$ cat src/rtl/inst_fetch.sv
// Instruction fetch unit: PC, synchronous imem requests, DEPTH-entry instruction FIFO, redirect flush.
// Optional halt-on-opcode-6'b111111 support is compiled in with `define IF_HALT_EN.
module inst_fetch #(
  parameter logic [31:0] RESET_PC = 32'h0000_0000,
  parameter int          DEPTH    = 2
) (
  input  logic        clk,
  input  logic        rst_n,
  output logic        imem_req,
  output logic [31:0] imem_addr,
  input  logic [31:0] imem_rdata,
  output logic [31:0] inst,
  output logic [31:0] inst_pc,
  output logic        inst_valid,
  input  logic        inst_ready,
  input  logic        redirect,
  input  logic [31:0] redirect_pc,
  output logic        halted
);
  localparam int AW = $clog2(DEPTH);
  localparam logic [AW+1:0] DEPTH_W = (AW + 2)'(DEPTH);

  logic [31:0]   pc_q;
  logic [31:0]   fifo_inst [DEPTH];
  logic [31:0]   fifo_pc   [DEPTH];
  logic [AW-1:0] rd_ptr;
  logic [AW-1:0] wr_ptr;
  logic [AW:0]   count;
  logic          inflight;
  logic [31:0]   inflight_pc;
  logic          halt_q;

  logic          pop;
  logic          push;
  logic          req;
  logic [AW+1:0] occ;

  // Handshake: an instruction transfers on a cycle where inst_valid & inst_ready are both high;
  // inst/inst_pc hold steady while inst_valid & !inst_ready; inst_ready is ignored when !inst_valid.
  always_comb begin
    pop  = (count != '0) & inst_ready;
    occ  = {1'b0, count} + {{(AW+1){1'b0}}, inflight} - {{(AW+1){1'b0}}, pop};
    req  = !redirect & !halt_q & (occ < DEPTH_W);
    push = inflight & !redirect & !halt_q;
  end

  // Reset is folded in so no request is advertised while the unit is held in reset.
  assign imem_req   = rst_n & req;
  assign imem_addr  = pc_q;
  assign inst       = fifo_inst[rd_ptr];
  assign inst_pc    = fifo_pc[rd_ptr];
  assign inst_valid = (count != '0);
  assign halted     = halt_q;

  always_ff @(posedge clk or negedge rst_n) begin
    if (!rst_n) begin
      pc_q        <= RESET_PC;
      rd_ptr      <= '0;
      wr_ptr      <= '0;
      count       <= '0;
      inflight    <= 1'b0;
      inflight_pc <= '0;
      for (int i = 0; i < DEPTH; i++) begin
        fifo_inst[i] <= '0;
        fifo_pc[i]   <= '0;
      end
    end else if (redirect) begin
      // A coincident pop is irrelevant: the whole queue and any in-flight word are dropped.
      pc_q     <= redirect_pc & 32'hFFFF_FFFC;
      rd_ptr   <= '0;
      wr_ptr   <= '0;
      count    <= '0;
      inflight <= 1'b0;
    end else begin
      if (push) begin
        fifo_inst[wr_ptr] <= imem_rdata;
        fifo_pc[wr_ptr]   <= inflight_pc;
        wr_ptr            <= wr_ptr + 1'b1;
      end
      if (pop) begin
        rd_ptr <= rd_ptr + 1'b1;
      end
      count <= count + {{AW{1'b0}}, push} - {{AW{1'b0}}, pop};
      if (req) begin
        pc_q        <= pc_q + 32'd4;
        inflight    <= 1'b1;
        inflight_pc <= pc_q;
      end else begin
        inflight    <= 1'b0;
      end
    end
  end

`ifdef IF_HALT_EN
  logic is_halt;
  assign is_halt = (imem_rdata[31:26] == 6'b111111);

  // Flag rises on the edge that pushes the halt word; later responses are then discarded.
  always_ff @(posedge clk or negedge rst_n) begin
    if (!rst_n) begin
      halt_q <= 1'b0;
    end else if (redirect) begin
      halt_q <= 1'b0;
    end else if (push && is_halt) begin
      halt_q <= 1'b1;
    end
  end
`else
  assign halt_q = 1'b0;
`endif

endmodule

$ cat config.mk
export PLATFORM = sky130hd
export DESIGN_NAME = inst_fetch
export DESIGN_NICKNAME = d
export VERILOG_FILES = /design/src/rtl/inst_fetch.sv
export SDC_FILE = /design/constraint.sdc
export NUM_CORES = 1
export LEC_CHECK = 0
export ABC_AREA = 1
export BUFFER_PORTS_ARGS = -buffer_cell sky130_fd_sc_hd__buf_4
export CAP_MARGIN = 20
export CORE_ASPECT_RATIO = 1.75
export CORE_UTILIZATION = 50
export DETAILED_ROUTE_END_ITERATION = 10
export MAX_ROUTING_LAYER = met4
export PLACE_DENSITY_LB_ADDON = 0.15
export SKIP_LAST_GASP = 1
export SLEW_MARGIN = 20
export SYNTH_ARGS = -nofsm -noshare
export SYNTH_HDL_FRONTEND = slang
export SYNTH_SLANG_ARGS = --single-unit
$ cat constraint.sdc
create_clock -name clk -period 2.35 [get_ports clk]
set_input_delay 0.235 -clock clk [delete_from_list [all_inputs] [get_ports clk]]
set_output_delay 0.235 -clock clk [all_outputs]
set_load 0.01 [all_outputs]
==> impl_results.rst, run 1 <==
.. list-table::
   :header-rows: 1

   * - Metric
     - Value
   * - Leakage component of the power
     - 0.00595 µW
   * - Number of DRC markers after the initial detailed-route iteration
     - 469
   * - Core box area
     - 17500 µm²
   * - Overall via count from detail_route
     - 7859
   * - RD Place Congestion
     - 0.889
   * - Maximum fanout encountered on the critical timing path
     - 3
   * - R2R cell count
     - 12
   * - Detailed Place HPWL
     - 14.7 mm
   * - Setup TNS
     - -2.62 ns
   * - Number of failing hold endpoints at the final stage
     - 0
   * - Setup Viol. Count Final
     - 50
   * - Clock root buffer master
     - sky130_fd_sc_hd__clkbuf_16
   * - Via/cell ratio
     - 5.00
   * - Startpoint of the worst register-to-register path
     - count[1]$_DFF_PN0_
   * - Multiplexer area fraction after synthesis
     - 0
   * - Dpl cell area
     - 10400 µm²
   * - Compound-Gate Fraction of Synth Area
     - 0.101
   * - Diodes inserted
     - 0
   * - Startpoint types
     - flip-flop
   * - Min-Delay Path Class
     - in -> reg
   * - Warnings from Yosys
     - 0
   * - Maximum count of clock buffers along a single path
     - 2
   * - Max IR drop VDD
     - 0.664 mV
   * - Maximum number of pins on one net before global-route repair
     - 113
   * - Antenna-violating nets left
     - 0
   * - Run status
     - finished with violations
   * - Worst Hold Depth
     - 3
   * - Instance count of the mapped netlist
     - 1170
   * - Category of the critical setup timing path
     - reg -> out
   * - Wire length of the first global-routing pass
     - 34.1 mm
   * - Worst R2R Setup Slack
     - -0.13 ns
   * - Area share of xor/xnor cells in the synthesized design
     - 0.00781
   * - Slew Limit Fails
     - 0
   * - Final worst setup slack
     - -0.232 ns
   * - Vertical die dimension
     - 179 µm
   * - Power Density
     - 1450 nW/µm²
   * - Final Routed Wirelength
     - 22.6 mm
   * - Sinks on the clock net
     - 189
   * - Total CTS buffers
     - 17
   * - Transition time at the pin with the least slew margin
     - 0.747 ns
   * - Fillers
     - 1562
   * - Setup repair after global routing missed its margin
     - true
   * - Total iterations of the first detailed-routing run
     - 6
   * - Most frequent standard cell in the layout excluding fill and tap cells
     - sky130_fd_sc_hd__nand2_1
   * - Most area-hungry cell type in the Yosys netlist
     - sky130_fd_sc_hd__dfrtp_1
   * - Final Instance Count excl. Fillers
     - 1573
   * - # nets final
     - 1400
   * - Layout overhead on the synthesized area
     - 27.5%
   * - GR Util All Layers
     - 0.249
   * - Worst Path Required
     - 2.12 ns
   * - Count of maximum capacitance violations
     - 0
   * - RR Endpoint
     - imem_addr[2]$_DFFE_PN0P_
   * - Post-route clock skew
     - 0.00772 ns
   * - Top Ports
     - 167
   * - Die Footprint
     - 18500 µm²
   * - Most used cells in the layout excluding fill and tap cells
     - 454 x sky130_fd_sc_hd__nand2_1, 188 x sky130_fd_sc_hd__dfrtp_1, 176 x sky130_fd_sc_hd__buf_4, 136 x sky130_fd_sc_hd__o21ai_0, 116 x sky130_fd_sc_hd__inv_1
   * - Shortest clock period the worst path allows after layout
     - 2.58 ns
   * - Basic-gate share of the synthesized area counting and, or, nand and nor cells
     - 0.273
   * - Number of flip-flops and latches in the synthesized netlist
     - 189
   * - Failing checks
     - negative setup slack
   * - Cell count after placement
     - 1523
   * - Peak Freq
     - 387 MHz
   * - Drt drc
     - 0
   * - WHS Endpoint
     - imem_addr[14]$_DFFE_PN0P_
   * - Number of global-route vias before repair
     - 7031
   * - Top cells by area in the synthesized netlist
     - sky130_fd_sc_hd__dfrtp_1 53%, sky130_fd_sc_hd__nand2_1 19%, sky130_fd_sc_hd__o21ai_0 7.9%
   * - Largest family of logic cells by synthesized area
     - simple AND/OR/NAND/NOR gates
   * - H-tree level count
     - 4
   * - Origin of the worst min-delay path
     - redirect_pc[14]
   * - Mapped Area
     - 8970 µm²
   * - Ratio of cells with drive above 1 in the final layout
     - 0.209
   * - Starting Density
     - 0.512
   * - Number of placement rows
     - 64
   * - Clock-pin slew on the worst setup and hold paths
     - 0.07 ns
   * - WL/cell
     - 14.4 µm
   * - Count of distinct cell types in the synthesized netlist
     - 31
   * - GRT Residual Overflow
     - 0
   * - Antenna violations before repair
     - 0
   * - Buffers on Ports
     - 159
   * - CP arrival
     - 2.35 ns
   * - Die Span X
     - 103 µm
   * - CTS tree
     - built
   * - Design Area, Final
     - 11400 µm²
   * - Top cell type's share of synthesized area
     - 0.527
   * - Period utilization
     - 1.10
   * - Register area share after synthesis
     - 0.527
   * - Tightest slew margin relative to the limit
     - 0.502
   * - Insertion delay of the later-clocked pin in the worst-skew pair
     - 0.42 ns
   * - Fraction of the mapped netlist area in adder cells
     - 0.00502
   * - Average instance area after synthesis
     - 7.67 µm²
   * - Type of destination of the critical path
     - output port
metal layers:
metal  share of wire  vias up  GRT usage
li1                -     3954          -
met1            0.41     3657      0.302
met2            0.53      218      0.417
met3           0.039       30     0.0409
met4           0.022        0     0.0874
met5               0        -          -
registers in the layout (all words and copies together), names as in the netlist:
signal       flops
wr_ptr           1
fifo_pc         60
inflight_pc     30
inflight         1
fifo_inst       64
count            2
imem_addr       30
rd_ptr           1
what timing repair did:
action	4_1_cts	5_1_grt
setup endpoints to repair	5	56
gates cloned	0	7
hold buffers	1	0
pin swaps	6	16
setup buffers	4	6
resized for setup	8	72
hold endpoints to repair	34	0
report_power, final:
part           leakage, µW  internal [µW]  total [µW]  switching, µW
clock network     0.000246           1380        2580           1200
registers          0.00236           4820        5950           1130
logic              0.00335           3690        8040           4350
total              0.00595           9890       16600           6680
per-stage QoR:
step / power [µW] / utilization / hold WS (ns) / worst slack [ns]
2_1_floorplan: 9740 / - / -0.0606 / 0.0472
3_3_place_gp: 12400 / 0.593 / 0.158 / 0.0730
3_5_place_dp: 12600 / 0.593 / 0.162 / -0.00862
4_1_cts: 15400 / 0.626 / 0.0104 / -0.220
5_1_grt: 17900 / 0.652 / 0.0158 / -0.290
6_report: 16600 / 0.652 / 0.0285 / -0.232
worst max-delay path: stages, from the launching register on:
cell,delay (ns)
sky130_fd_sc_hd__dfrtp_1,0.38
sky130_fd_sc_hd__or2_4,0.26
sky130_fd_sc_hd__nand2_2,0.08
sky130_fd_sc_hd__inv_2,0.05
sky130_fd_sc_hd__nand2_1,0.10
sky130_fd_sc_hd__inv_2,0.06
sky130_fd_sc_hd__fa_2,0.37
sky130_fd_sc_hd__inv_2,0.08
sky130_fd_sc_hd__nand2_2,0.06
sky130_fd_sc_hd__nand2_4,0.08
sky130_fd_sc_hd__nand3_4,0.09
sky130_fd_sc_hd__nor2_4,0.17
sky130_fd_sc_hd__buf_6,0.13
area by class of cell:
cell class,instances,area [µm²],share of cell area
sequential,189,4730,0.414
multi-input combinational,800,3690,0.322
timing repair buffer,199,1740,0.152
inverter,122,465,0.0407
clock buffer,22,454,0.0397
tap,231,289,0.0253
clock inverter,10,67.6,0.00591
cell families after synthesis:
group                      after synthesis
xor gates and xnor gates                 8
adders and majority gates                3
and+or+nand+nor                        607
AOI/OAI and AO/OA                      177
other                                    1
DFF                                    189
buffers and inverters                  185
synthesized netlist by cell type:
cell / number
sky130_fd_sc_hd__dfrtp_1: 189
sky130_fd_sc_hd__o21bai_1: 1
sky130_fd_sc_hd__buf_6: 3
sky130_fd_sc_hd__xnor2_1: 2
sky130_fd_sc_hd__inv_2: 2
sky130_fd_sc_hd__o21ai_1: 9
sky130_fd_sc_hd__o211ai_1: 5
sky130_fd_sc_hd__a31oi_1: 1
sky130_fd_sc_hd__inv_1: 120
sky130_fd_sc_hd__nor3_1: 1
sky130_fd_sc_hd__nor2_2: 5
sky130_fd_sc_hd__fa_1: 1
sky130_fd_sc_hd__nand4_1: 3
sky130_fd_sc_hd__nand3b_1: 9
sky130_fd_sc_hd__o21a_1: 1
sky130_fd_sc_hd__nand2_2: 5
sky130_fd_sc_hd__nand3_1: 60
sky130_fd_sc_hd__nand2_1: 456
sky130_fd_sc_hd__a21oi_1: 18
sky130_fd_sc_hd__conb_1: 1
sky130_fd_sc_hd__nor2_4: 1
sky130_fd_sc_hd__nor2_1: 65
sky130_fd_sc_hd__o21ai_0: 142
sky130_fd_sc_hd__buf_2: 21
sky130_fd_sc_hd__nand3_4: 1
sky130_fd_sc_hd__xor2_1: 6
sky130_fd_sc_hd__buf_1: 1
sky130_fd_sc_hd__clkbuf_1: 30
sky130_fd_sc_hd__or2_2: 1
sky130_fd_sc_hd__ha_1: 2
sky130_fd_sc_hd__buf_4: 8
worst max path at each step:
| stage | from | slack (ns) | to |
|---|---|---|---|
| after global placement | count[0]$_DFF_PN0_ | 0.07 | imem_addr[23]$_DFFE_PN0P_ |
| after floorplan | count[1]$_DFF_PN0_ | 0.05 | imem_addr[8]$_DFFE_PN0P_ |
| after CTS | count[1]$_DFF_PN0_ | -0.22 | imem_req |
| after global routing | count[1]$_DFF_PN0_ | -0.29 | imem_req |
| after detailed placement | count[0]$_DFF_PN0_ | -0.009 | imem_addr[4]$_DFFE_PN0P_ |
| final | count[1]$_DFF_PN0_ | -0.23 | imem_req |
(Power assumes the default switching activity.)
==> inputs of run 2 (changes only) <==
Settings changed: ABC_AREA 1 to not set.
==> run 2 against run 1 <==
Net effect:
- the run still ends with negative setup slack left
- global-route usage is 0.34 points higher
- via count is 24% lower
- first-iteration DRC count is 63% lower
- clock power is 8.5% higher
- clock skew is 0.0062 ns higher
- cell count is 31% lower
- setup slack better by 0.029 ns
- highest routed layer unchanged
==> impl_results.rst, run 2 <==
.. list-table::
   :header-rows: 1

   * - Metric
     - Value
   * - Maximum number of pins on one net before global-route repair
     - 112 (-0.88%)
   * - Final Routed Wirelength
     - 20.8 mm (-8.2%)
   * - Shortest clock period the worst path allows after layout
     - 2.55 ns (-0.0291 ns)
   * - Type of destination of the critical path
     - flip-flop
   * - Most flops, register
     - fifo_inst
   * - Maximum fanout encountered on the critical timing path
     - 5 (+2)
   * - Register area share after synthesis
     - 0.546 (+0.0193)
   * - Most frequent standard cell in the layout excluding fill and tap cells
     - sky130_fd_sc_hd__mux2_2
   * - Min-Delay Path Class
     - in -> reg
   * - Total CTS buffers
     - 17 (unchanged)
   * - H-tree level count
     - 4 (unchanged)
   * - Power Density
     - 1320 nW/µm² (-8.7%)
   * - Max reg flops
     - 64 (unchanged)
   * - Number of flip-flops and latches in the synthesized netlist
     - 189 (unchanged)
   * - Starting Density
     - 0.511 (-0.000890)
   * - Warnings from Yosys
     - 0 (unchanged)
   * - Count of maximum capacitance violations
     - 0 (unchanged)
   * - Antenna-violating nets left
     - 0 (unchanged)
   * - Peak Freq
     - 392 MHz (+1.1%)
   * - Diodes inserted
     - 0 (unchanged)
   * - Crit-path cells
     - o21ai_4, nor2_4, fa_2, nand4_4, or3_4, or4b_1, a31oi_1
   * - Number of global-route vias before repair
     - 6524 (-7.2%)
   * - Most used cells in the layout excluding fill and tap cells
     - 213 x sky130_fd_sc_hd__mux2_2, 200 x sky130_fd_sc_hd__buf_4, 186 x sky130_fd_sc_hd__dfrtp_1, 30 x sky130_fd_sc_hd__nand2_1, 19 x sky130_fd_sc_hd__nor2_1
   * - Most area-hungry cell type in the Yosys netlist
     - sky130_fd_sc_hd__dfrtp_1
   * - Maximum count of clock buffers along a single path
     - 2 (unchanged)
   * - Most frequently used cell type in the post-synthesis netlist
     - sky130_fd_sc_hd__mux2_2
   * - Number of failing hold endpoints at the final stage
     - 0 (unchanged)
   * - Layout overhead on the synthesized area
     - 29.6%
   * - Setup repair after global routing missed its margin
     - true
   * - Insertion delay of the later-clocked pin in the worst-skew pair
     - 0.42 ns (about the same)
   * - Clock-pin slew on the worst setup and hold paths
     - 0.07 ns (about the same)
   * - Max IR drop VDD
     - 0.794 mV (+20%)
   * - Category of the critical setup timing path
     - reg -> reg
   * - Vertical die dimension
     - 176 µm (-1.8%)
   * - Antenna violations before repair
     - 0 (unchanged)
   * - Buf+Inv Stages, Crit Path
     - 0 (-4)
   * - Startpoint types
     - flip-flop
   * - Transition time at the pin with the least slew margin
     - 0.893 ns (+0.146 ns)
   * - Number of placement rows
     - 63 (-1.6%)
   * - Slew Limit Fails
     - 0 (unchanged)
   * - Buffers on Ports
     - 159 (unchanged)
   * - Period utilization
     - 1.09 (-0.0124)
   * - Post-route clock skew
     - 0.0139 ns (+0.00619 ns)
   * - Mapped Area
     - 8650 µm² (-3.5%)
   * - GR Util All Layers
     - 0.253 (+0.00344)
   * - Average instance area after synthesis
     - 13.1 µm² (+71%)
   * - Top cells by area in the synthesized netlist
     - sky130_fd_sc_hd__dfrtp_1 55%, sky130_fd_sc_hd__mux2_2 28%, sky130_fd_sc_hd__nand2_1 1.3%
   * - Detailed Place HPWL
     - 14.0 mm (-4.3%)
   * - Wire length of the first global-routing pass
     - 33.2 mm (-2.6%)
   * - Instance count of the mapped netlist
     - 659 (-44%)
   * - # nets final
     - 921 (-34%)
   * - Setup Viol. Count Final
     - 21 (-58%)
   * - Ratio of cells with drive above 1 in the final layout
     - 0.565 (+0.357)
   * - RD Place Congestion
     - 0.884 (-0.52%)
   * - Cell count after placement
     - 1044 (-31%)
   * - Sinks on the clock net
     - 189 (unchanged)
   * - Die Span X
     - 101 µm (-1.7%)
   * - Total iterations of the first detailed-routing run
     - 4 (-2)
   * - Leading register cell type out of synthesis
     - sky130_fd_sc_hd__dfrtp_1
   * - Count of distinct cell types in the synthesized netlist
     - 50 (+61%)
   * - Worst Path Required
     - 2.70 ns (+0.58 ns)
   * - Final Instance Count excl. Fillers
     - 1090 (-31%)
   * - Die Footprint
     - 17900 µm² (-3.5%)
   * - Most numerous cell types in the synthesized netlist
     - 213 x sky130_fd_sc_hd__mux2_2, 189 x sky130_fd_sc_hd__dfrtp_1, 31 x sky130_fd_sc_hd__nand2_1
   * - Cell with the biggest individual delay on the critical path
     - sky130_fd_sc_hd__fa_2
   * - Via/cell ratio
     - 5.51 (+10%)
   * - GRT Residual Overflow
     - 0 (unchanged)
   * - Overall via count from detail_route
     - 6001 (-24%)
   * - Core box area
     - 16900 µm² (-3.4%)
   * - WL/cell
     - 19.1 µm (+32%)
   * - Run status
     - finished with violations
   * - Tightest slew margin relative to the limit
     - 0.405 (-0.0973)
   * - Clock root buffer master
     - sky130_fd_sc_hd__clkbuf_16
   * - Top Ports
     - 167 (unchanged)
   * - Drt drc
     - 0 (unchanged)
   * - Post-synth ARST share
     - 1.00 (unchanged)
   * - Number of DRC markers after the initial detailed-route iteration
     - 175 (-63%)
   * - Cell family contributing the most delay on the critical path
     - simple AND/OR/NAND/NOR gates
   * - Number of enable-type register cells in the synthesized netlist
     - 0 (unchanged)
   * - Final Power
     - 14800 µW (-10%)
   * - Leakage component of the power
     - 0.00492 µW (-17%)
   * - Regs by FF count
     - fifo_inst: 64 flops, fifo_pc: 60 flops
   * - CP arrival
     - 2.90 ns (+0.55 ns)
   * - Highest cell delay on the worst timing path
     - 0.61 ns (+0.23 ns)
   * - Final worst setup slack
     - -0.202 ns (+0.0291 ns)
   * - Failing checks
     - negative setup slack
   * - CTS tree
     - built
   * - Top cell type's share of synthesized area
     - 0.546 (+0.0193)
==> run 2: cell types whose count changed in the layout (fill, tap and decap cells not counted), moves of 10 or more <==
cell / delta
sky130_fd_sc_hd__nor2_4: -16
sky130_fd_sc_hd__o21ai_0: -126
sky130_fd_sc_hd__nor2_1: -28
sky130_fd_sc_hd__inv_1: -112
sky130_fd_sc_hd__nand2_1: -424
sky130_fd_sc_hd__nand4_1: +10
sky130_fd_sc_hd__buf_4: +24
sky130_fd_sc_hd__o21ai_1: -10
sky130_fd_sc_hd__nand3_1: -41
sky130_fd_sc_hd__mux2_2: +213
==> run 2: cells by family (layout without fill, tap and decap cells) <==
logic type	after synthesis	in the layout	share of synthesized area
flops	189	189	0.546
other cells	1	5	0.000433
simple gates	130	131	0.0814
xor+xnor	18	18	0.0191
buf+inv	51	250	0.0270
mux	214	214	0.278
compound gates	53	53	0.0421
fa+ha+maj	3	3	0.00520
==> run 2: worst reg2reg max path: cells and delay by family, from the launching register on <==
kind	cells	cell delay [ns]
compound gates	2	0.34
fa+ha+maj	1	0.61
flops	1	0.45
simple gates	4	1.09
==> run 2: final cells by class <==
type | count | area, µm²
inverter | 5 | 18.8
sequential | 189 | 4730
multi-input combinational | 424 | 3920
clock inverter | 13 | 131
clock buffer | 19 | 453
timing repair buffer | 213 | 1680
tap | 227 | 284
fill | 1300 | 5730
==> run 2: path summary, 6_finish.rpt <==
check / cells after the start / slack [ns] / endpoint / startpoint
worst max-delay path: 7 / -0.20 / imem_addr[25]$_DFFE_PN0P_ / count[0]$_DFF_PN0_
worst max register to register: 7 / -0.20 / imem_addr[25]$_DFFE_PN0P_ / count[0]$_DFF_PN0_
max in group asynchronous: 3 / 1.18 / fifo_inst[23]$_DFFE_PN0P_ / rst_n
worst min register to register: 1 / 0.50 / fifo_pc[29]$_DFFE_PN0P_ / fifo_pc[29]$_DFFE_PN0P_
worst min-delay path: 3 / 0.02 / imem_addr[7]$_DFFE_PN0P_ / redirect_pc[7]
min in group asynchronous: 2 / 0.29 / fifo_inst[21]$_DFFE_PN0P_ / rst_n
==> run 2: where the power goes <==
part	switching, µW	internal, µW
combinational	2750	3770
clock	1260	1540
sequential	821	4700
total	4840	10000
==> run 2: per-layer routing <==
layer	up-vias	part of all wire	global-route usage
met5	-	0	-
met4	0	0.023	0.104
met3	29	0.035	0.0384
met2	167	0.55	0.441
met1	3033	0.40	0.285
li1	2772	-	-
==> run 2: stage by stage <==
stage / area, µm² / TNS, ns / worst slack, ns / util / hold slack (ns)
floorplan: 8710 / -1.75 / -0.221 / - / -0.0606
global placement: 10300 / -0.600 / -0.0974 / 0.610 / 0.167
detailed placement: 10300 / -1.59 / -0.174 / 0.610 / 0.172
CTS: 11100 / -2.30 / -0.224 / 0.654 / 0.00939
global route: 11200 / -4.39 / -0.279 / 0.662 / 0.0140
finish: 11200 / -2.10 / -0.202 / 0.662 / 0.0224
==> run 2: what timing repair did <==
item                                   CTS  global route
gates resized for setup                 14            27
hold buffers                             1             0
endpoints found under the hold margin   34             0
buffers inserted                        10             2
cloned                                   1             0
setup endpoints to repair               16            26
pin swaps                                9            19
